**src/rtl/mem_ctrl_if.sv**
```systemverilog
// Core-side fetch/data ports and byte-wide external memory port of mem_ctrl.
// The master modport is the environment (core plus board memory); slave is mem_ctrl.
interface mem_ctrl_if;
   logic        rom_ce_i;
   logic [31:0] rom_addr_i;
   logic [31:0] rom_data_o;
   logic        rom_done_o;
   logic        ram_ce_i;
   logic        ram_we_i;
   logic [3:0]  ram_sel_i;
   logic [31:0] ram_addr_i;
   logic [31:0] ram_data_i;
   logic [31:0] ram_data_o;
   logic        ram_done_o;
   logic        stallreq_o;
   logic [31:0] mem_a_o;
   logic [7:0]  mem_dout_o;
   logic        mem_wr_o;
   logic [7:0]  mem_din_i;

   modport master (
      output rom_ce_i, rom_addr_i,
      output ram_ce_i, ram_we_i, ram_sel_i, ram_addr_i, ram_data_i,
      output mem_din_i,
      input  rom_data_o, rom_done_o, ram_data_o, ram_done_o, stallreq_o,
      input  mem_a_o, mem_dout_o, mem_wr_o
   );

   modport slave (
      input  rom_ce_i, rom_addr_i,
      input  ram_ce_i, ram_we_i, ram_sel_i, ram_addr_i, ram_data_i,
      input  mem_din_i,
      output rom_data_o, rom_done_o, ram_data_o, ram_done_o, stallreq_o,
      output mem_a_o, mem_dout_o, mem_wr_o
   );
endinterface

```
**src/rtl/mem_ctrl.sv**
```systemverilog
// Arbitrates fetch and data ports onto one byte-wide synchronous memory,
// serialising each 32-bit access into four little-endian byte transfers.
module mem_ctrl (
   input logic       clk,
   input logic       rst,
   mem_ctrl_if.slave bus
);

   typedef enum logic [1:0] {IDLE, RD, WR, DONE} state_t;
   typedef enum logic {OWN_ROM, OWN_RAM} owner_t;

   state_t      state, state_d;
   owner_t      owner;
   logic [2:0]  cnt, cnt_d;
   logic [29:0] req_word;
   logic [31:0] req_wdata;
   logic [3:0]  req_sel;
   logic [23:0] rd_buf;
   logic [31:0] rom_data_q, ram_data_q;
   logic        rom_ok, ram_ok;
   logic        acc_ram, acc_rom;
   logic        rom_done, ram_done, stall;
   logic [31:0] lane_addr;
   logic [31:0] mem_a;
   logic [7:0]  mem_dout;
   logic        mem_wr;
   logic        unused_addr_lsbs;

   assign unused_addr_lsbs = ^{bus.rom_addr_i[1:0], bus.ram_addr_i[1:0]};

   assign lane_addr = {req_word, 2'b00} + {29'd0, cnt};
   assign rom_done  = (state == DONE) && (owner == OWN_ROM);
   assign ram_done  = (state == DONE) && (owner == OWN_RAM);
   assign stall     = ~rst & ((bus.ram_ce_i & ~ram_ok & ~ram_done) |
                              (bus.rom_ce_i & ~rom_ok & ~rom_done));

   always_comb begin
      state_d  = state;
      cnt_d    = cnt;
      acc_ram  = 1'b0;
      acc_rom  = 1'b0;
      mem_a    = '0;
      mem_dout = '0;
      mem_wr   = 1'b0;
      case (state)
         IDLE: begin
            cnt_d = '0;
            if (bus.ram_ce_i && !ram_ok) begin
               acc_ram = 1'b1;
               state_d = bus.ram_we_i ? WR : RD;
            end else if (bus.rom_ce_i && !rom_ok) begin
               acc_rom = 1'b1;
               state_d = RD;
            end
         end
         RD: begin
            if (cnt != 3'd4) mem_a = lane_addr;
            if (cnt == 3'd4) begin
               state_d = DONE;
               cnt_d   = '0;
            end else begin
               cnt_d = cnt + 3'd1;
            end
         end
         WR: begin
            mem_a    = lane_addr;
            mem_dout = req_wdata[{cnt[1:0], 3'b000} +: 8];
            mem_wr   = req_sel[cnt[1:0]];
            if (cnt == 3'd3) begin
               state_d = DONE;
               cnt_d   = '0;
            end else begin
               cnt_d = cnt + 3'd1;
            end
         end
         default: state_d = IDLE;
      endcase
   end

   always_ff @(posedge clk or posedge rst) begin
      if (rst) state <= IDLE;
      else     state <= state_d;
   end

   always_ff @(posedge clk or posedge rst) begin
      if (rst) begin
         cnt        <= '0;
         owner      <= OWN_ROM;
         req_word   <= '0;
         req_wdata  <= '0;
         req_sel    <= '0;
         rd_buf     <= '0;
         rom_data_q <= '0;
         ram_data_q <= '0;
         rom_ok     <= 1'b0;
         ram_ok     <= 1'b0;
      end else begin
         cnt <= cnt_d;
         if (acc_ram) begin
            owner     <= OWN_RAM;
            req_word  <= bus.ram_addr_i[31:2];
            req_wdata <= bus.ram_data_i;
            req_sel   <= bus.ram_sel_i;
         end else if (acc_rom) begin
            owner    <= OWN_ROM;
            req_word <= bus.rom_addr_i[31:2];
         end
         if (state == RD && cnt != 3'd0 && cnt != 3'd4)
            rd_buf[{cnt[1:0] - 2'd1, 3'b000} +: 8] <= bus.mem_din_i;
         // Last byte goes straight to the output so data is valid in the DONE cycle.
         if (state == RD && cnt == 3'd4) begin
            if (owner == OWN_ROM) rom_data_q <= {bus.mem_din_i, rd_buf};
            else                  ram_data_q <= {bus.mem_din_i, rd_buf};
         end
         // Pipeline advance clears both flags and takes priority over setting one.
         if (!stall) begin
            rom_ok <= 1'b0;
            ram_ok <= 1'b0;
         end else if (state == DONE) begin
            if (owner == OWN_ROM) rom_ok <= 1'b1;
            else                  ram_ok <= 1'b1;
         end
      end
   end

   assign bus.rom_data_o = rom_data_q;
   assign bus.ram_data_o = ram_data_q;
   assign bus.rom_done_o = rom_done;
   assign bus.ram_done_o = ram_done;
   assign bus.stallreq_o = stall;
   assign bus.mem_a_o    = mem_a;
   assign bus.mem_dout_o = mem_dout;
   assign bus.mem_wr_o   = mem_wr;

endmodule

```
**src/flat_wrapper.sv**
```systemverilog
// flat-port wrapper written by rule: the top's interface ports become plain ports
module mem_ctrl_flat 
  (clk, rst, bus_rom_ce_i, bus_rom_addr_i, bus_ram_ce_i, bus_ram_we_i, bus_ram_sel_i, bus_ram_addr_i, bus_ram_data_i, bus_mem_din_i, bus_rom_data_o, bus_rom_done_o, bus_ram_data_o, bus_ram_done_o, bus_stallreq_o, bus_mem_a_o, bus_mem_dout_o, bus_mem_wr_o);
  mem_ctrl_if bus_i ();
  input logic clk;
  input logic rst;
  input wire logic [$bits(bus_i.rom_ce_i)-1:0] bus_rom_ce_i;
  input wire logic [$bits(bus_i.rom_addr_i)-1:0] bus_rom_addr_i;
  input wire logic [$bits(bus_i.ram_ce_i)-1:0] bus_ram_ce_i;
  input wire logic [$bits(bus_i.ram_we_i)-1:0] bus_ram_we_i;
  input wire logic [$bits(bus_i.ram_sel_i)-1:0] bus_ram_sel_i;
  input wire logic [$bits(bus_i.ram_addr_i)-1:0] bus_ram_addr_i;
  input wire logic [$bits(bus_i.ram_data_i)-1:0] bus_ram_data_i;
  input wire logic [$bits(bus_i.mem_din_i)-1:0] bus_mem_din_i;
  output wire logic [$bits(bus_i.rom_data_o)-1:0] bus_rom_data_o;
  output wire logic [$bits(bus_i.rom_done_o)-1:0] bus_rom_done_o;
  output wire logic [$bits(bus_i.ram_data_o)-1:0] bus_ram_data_o;
  output wire logic [$bits(bus_i.ram_done_o)-1:0] bus_ram_done_o;
  output wire logic [$bits(bus_i.stallreq_o)-1:0] bus_stallreq_o;
  output wire logic [$bits(bus_i.mem_a_o)-1:0] bus_mem_a_o;
  output wire logic [$bits(bus_i.mem_dout_o)-1:0] bus_mem_dout_o;
  output wire logic [$bits(bus_i.mem_wr_o)-1:0] bus_mem_wr_o;
  assign bus_i.rom_ce_i = bus_rom_ce_i;
  assign bus_i.rom_addr_i = bus_rom_addr_i;
  assign bus_i.ram_ce_i = bus_ram_ce_i;
  assign bus_i.ram_we_i = bus_ram_we_i;
  assign bus_i.ram_sel_i = bus_ram_sel_i;
  assign bus_i.ram_addr_i = bus_ram_addr_i;
  assign bus_i.ram_data_i = bus_ram_data_i;
  assign bus_i.mem_din_i = bus_mem_din_i;
  assign bus_rom_data_o = bus_i.rom_data_o;
  assign bus_rom_done_o = bus_i.rom_done_o;
  assign bus_ram_data_o = bus_i.ram_data_o;
  assign bus_ram_done_o = bus_i.ram_done_o;
  assign bus_stallreq_o = bus_i.stallreq_o;
  assign bus_mem_a_o = bus_i.mem_a_o;
  assign bus_mem_dout_o = bus_i.mem_dout_o;
  assign bus_mem_wr_o = bus_i.mem_wr_o;
  mem_ctrl u_core (.clk(clk), .rst(rst), .bus(bus_i));
endmodule
```
**config.mk**
```make
export PLATFORM = sky130hd
export DESIGN_NAME = mem_ctrl_flat
export DESIGN_NICKNAME = d
export VERILOG_FILES = /design/src/rtl/mem_ctrl_if.sv /design/src/rtl/mem_ctrl.sv /design/src/flat_wrapper.sv
export SDC_FILE = /design/constraint.sdc
export NUM_CORES = 1
export LEC_CHECK = 0
export CORE_ASPECT_RATIO = 0.8
export CORE_MARGIN = 2
export CORE_UTILIZATION = 50
export CTS_BUF_LIST = sky130_fd_sc_hd__clkbuf_4
export DETAILED_ROUTE_END_ITERATION = 16
export GPL_TIMING_DRIVEN = 1
export PLACE_DENSITY = 0.91
export SYNTH_ARGS = -nofsm -noshare
export SYNTH_HDL_FRONTEND = slang
export SYNTH_SLANG_ARGS = --single-unit
```
**constraint.sdc**
```tcl
create_clock -name clk -period 11.08 [get_ports clk]
set_input_delay 3.324 -clock clk [delete_from_list [all_inputs] [get_ports clk]]
set_output_delay 3.324 -clock clk [all_outputs]
set_load 0.005 [all_outputs]
```
# == Word-level counts from Yosys, hierarchy flattened ==
# Index checks and enable logic that the tools add are counted.
# totals
regBits,162
inputBits,113
word_cells,92
# classes
addsub,4
magnitude_cmp,1
eq_ne,12
shifts,3
muxes,31
bitwise,12
reduce_logical,18
# ops
operator,n
$pmux 32 s2,1
$mux 30,2
$add 32x3->32,1
$mux 32,1
$shiftx 32x6->8,1
$bwmux 24,1
$shift 8x7->24 const A,1
$shiftx 8x7->24,1
$mux 1,15
$mux 2,5
$pmux 3 s3,1
$mux 8,1
$ne 2x1->1 const B,4
$reduce_and 2->1,4
$logic_and 1x1->1,7
$neg 5->7,1
$mux 3,2
$not 1->1,6
$pmux 2 s3,1
$reduce_bool 3->1,2
$and 1x1->1,5
$eq 2x2->1 const B,2
$add 3x1->3 const B,1
$eq 3x2->1 const B,1
other kinds (13),14

# == Depth between registers and ports, before layout ==
# depth
depth_word,8
ltp_mapped,8

# == Worst setup path before layout ==
# Ideal clock, no wire load.
# synth_path
kind,input to output
start,input bus_ram_ce_i
end,output bus_stallreq_o
t_arrival_ps,4073
required_ps,7756
slack_ps,3683
path_stages,4
path_cell_list,nor2b_1 > mux2i_1 > a211o_1 > inv_1
# synth_via
elab_chain_len,4
# synth_lines
item,line_no,rtl
from (decl),flat_wrapper.sv:9,input wire logic [$bits(bus_i.ram_ce_i)-1:0] bus_ram_ce_i;
$and 1x1->1 (2 in a row),mem_ctrl.sv:34,assign stall = ~rst & ((bus.ram_ce_i & ~ram_ok & ~ram_done) |
$or 1x1->1,mem_ctrl.sv:34,
$and 1x1->1,mem_ctrl.sv:34,
to (decl),flat_wrapper.sv:19,output wire logic [$bits(bus_i.stallreq_o)-1:0] bus_stallreq_o;
# No other way between the ends.

# == Final worst setup path ==
# Ends and elaborated chain as after synthesis.

==> summary.md <==
| Metric | Value |
|---|---|
| Vias in the first global route | 5858 |
| Cells on worst reg2reg path | 6 |
| Post-Syn Area | ~7500 sq um |
| Final worst slack | roughly 2600 ps |
| Synth Register Bits | between 150 and 200 |
| Setup WS pre-CTS | roughly 2600 ps |
| Io pins | 221 |
| Critical Path RT | ~7800 ps |
| Cell at the root of the clock tree | clkbuf_4 |
| Synth async-reset ratio | 1.00 |
| Iteration-0 DRC Markers | 362 |
| Core ar. | between 10000 and 15000 sq um |
| Gr usage total | 0.246 |
| Initial antenna violation count | 0 |
| Share of the synthesized area in the top cell type | 0.542 |
| CTS buffer count | 17 |
| Post-Syn Nets | between 700 and 800 |
| DRC Markers | 0 |
| Routed WL | just under 20000 microns |
| H-tree depth | 4 |
| ANT nets after route | 0 |
| Clock transition at the registers of the reported paths | around 130 ps |
| Clock latency on the worst-skew pair | around 550 ps |
| Hold buffers post-CTS | 0 |
| Hold Crit Endpoint | u_core.req_wdata[29] |
| Synth Instances | 620 |
| Sum Neg Setup Slack | 0 ps |
| Final #Nets | roughly 950 |
| Top FF cell, synth | dfrtp_1 |
| Gr ovfl total | 0 |
| R2R Setup Slk | roughly 7900 ps |
| Unique masters post-synth | 49 |
| Post-synthesis sequential area ratio | 0.542 |
| Maxcap violations | 0 |
| Area contributors post-synth | dfrtp_1 54%, mux2_2 15%, a21oi_1 3.0%, a22o_1 2.8%, mux4_2 2.7% |
| Critical Setup Path Class | input port to output pin |
| Worst-case clock buffer depth | 2 |
| Via count | ~5900 |
| F_max | about 120 MHz |
| Pin count of the biggest net entering global routing | between 100 and 150 |
| Pins Over Slew Limit | 0 |
| Die H | roughly 110 microns |
| RSZ-0062 raised after global routing | no |
| Starting Density | 0.518 |
| Critical Path End Type | output pin |
| GPL Wtd Cong | slightly above 0.8 |
| Avg WL per Cell | 18.9 microns |
| Die Wd | about 140 microns |
| PwrDens | between 200 and 250 nW/um^2 |
| Crit Path Max Fanout | 6 |
| Layout cells sized above 1 | 0.185 |
| CTS tree | done |
| Synth Warn # | 0 |
| Post-CTS sizing | 0 |
| Hold WC Path Type | flip-flop to flip-flop |
| Worst relative slew slack | 0.193 |
| Syn Area/Cell | between 10 and 15 sq um |
| Final Critical Period | around 8400 ps |
| Critical R2R Launch | u_core.cnt[0] |
| Site Rows | 39 |
| Status | complete, no violations |
| Die area | around 16000 sq um |
| DP HPWL | 13800 microns |
| Syn-to-layout area delta | 34.7% |
| Crit share post-route | 0.762 |
| CP arrival | between 5000 and 6000 ps |
| Drt first pass iters | 4 |
| Vias per inst | between 5 and 6 |
| Ant diodes | 0 |
| Final Hold Viols | 0 |
| Worst Hold Path Cells | 1 |
| Leakage Power | 4.15 nW |
| Setup violations, final | 0 |
| CP startpoint kind | input port |
| Worst vdd ir | between 150 and 200 uV |
| EDFF count, synth | 0 |
| Post-CTS setup buffer count | 0 |
| Global-route wire length before repair | approximately 30000 microns |
| Slew @ Worst Pin | roughly 1200 ps |
| Reg-to-Reg End | u_core.rd_buf[13] |
| Worst Skew | between 10 and 15 ps |
| Clock Sinks | 162 |
| Min-Delay Startpoint | u_core.req_wdata[29] |
| Cell taking the most area after synthesis | dfrtp_1 |
| Port bufs | around 220 |
-- report_power, final --
part / internal (W) / switching [W]
registers: 0.000778 / 0.000179
logic: 0.000511 / 0.000383
clock network: 0.000159 / 0.000218
total: 0.00145 / 0.000780
-- state kept, by name, summed over array words and instances, names as in the netlist --
register and cells:
u_core.rd_buf 24, u_core.req_wdata 32, u_core.rom_ok 1, u_core.owner 1
u_core.req_word 30, u_core.bus.rom_data_o 32, u_core.req_sel 4, u_core.state 2
u_core.cnt 3, u_core.bus.ram_data_o 32, u_core.ram_ok 1
-- routing by layer --
metal | global-route usage | vias to the layer above | share of wire
li1 | - | 2690 | -
met4 | 0.0813 | 0 | 0.019
met1 | 0.313 | 2942 | 0.42
met2 | 0.399 | 217 | 0.48
met5 | 0 | - | 0
met3 | 0.0840 | 32 | 0.081
-- Yosys cell counts, types with 2 or more instances --
cell / count
inv_1: 12
a21boi_0: 3
nand4_1: 7
xnor2_1: 4
o22ai_1: 30
o21ai_0: 7
o31ai_1: 9
nor2b_1: 4
and3_1: 2
nand2b_1: 3
o41ai_1: 2
and2_1: 12
or3_1: 5
mux2_2: 101
clkbuf_1: 30
dfrtp_1: 162
nand3_1: 14
or4b_1: 2
mux4_2: 9
a22o_1: 24
or4_1: 8
nor2_1: 54
mux2i_1: 3
ha_1: 14
nand2_1: 20
o21a_1: 2
xor2_1: 9
a21oi_1: 45
nor4_1: 3
-- per-stage QoR --
step                utilization  std cells  total power (W)  cell area [sq um]  hold WS (ps)
floorplan                     -        620          0.00144               7480           467
global placement          0.677        991          0.00182               9780           484
detailed placement        0.677        991          0.00186               9780           490
CTS                       0.698       1023          0.00224              10100           522
global route              0.698       1023          0.00237              10100           534
finish                    0.698       1023          0.00223              10100           514
-- cells in the final DEF (no fill, tap or decap), drive strengths merged, types with 9 or more instances in the layout --
| cell | count |
|---|---|
| clkdlybuf4s50 | 216 |
| dfrtp | 162 |
| mux2 | 101 |
| nor2 | 54 |
| a21oi | 45 |
| o22ai | 30 |
| a22o | 24 |
| nand2 | 20 |
| clkbuf | 17 |
| inv | 17 |
| nand3 | 14 |
| ha | 14 |
| and2 | 12 |
| o31ai | 9 |
| xor2 | 9 |
| mux4 | 9 |
| or4 | 9 |
-- worst max-delay path: stages --
cell	delay, ps
clkdlybuf4s50_1	470
nor2b_1	320
mux2i_1	120
a211o_1	340
inv_1	60
clkdlybuf4s50_1	490
-- cell type report --
class	instances	area, sq um
multi-input cells	411	3240
clock buffers	17	128
repair buffers	222	2210
flip-flops and latches	162	4050
inverters	12	50.0
clock inverters	15	180
well taps	184	230
fillers	1025	4360
-- cells by family (layout without fill, tap and decap cells) --
family	Yosys count	count (layout)	synth area share
adders and majority gates	14	14	0.0234
AOI/OAI and AO/OA	127	127	0.109
muxes	113	113	0.183
buffers and inverters	47	266	0.0266
xor gates and xnor gates	13	13	0.0152
and+or+nand+nor	144	144	0.101
DFF	162	162	0.542
-- how the worst max path moves through the flow --
| stage | depth (start not counted) | endpoint | from |
|---|---|---|---|
| after global placement | 6 | bus_stallreq_o | bus_ram_ce_i |
| after floorplan | 1 | u_core.bus.ram_data_o[0] | rst |
| after CTS | 6 | bus_stallreq_o | bus_ram_ce_i |
| after detailed placement | 6 | bus_stallreq_o | bus_ram_ce_i |
| final | 6 | bus_stallreq_o | bus_ram_ce_i |
| after global routing | 6 | bus_stallreq_o | bus_ram_ce_i |
Power figures use the tool's default switching activity.
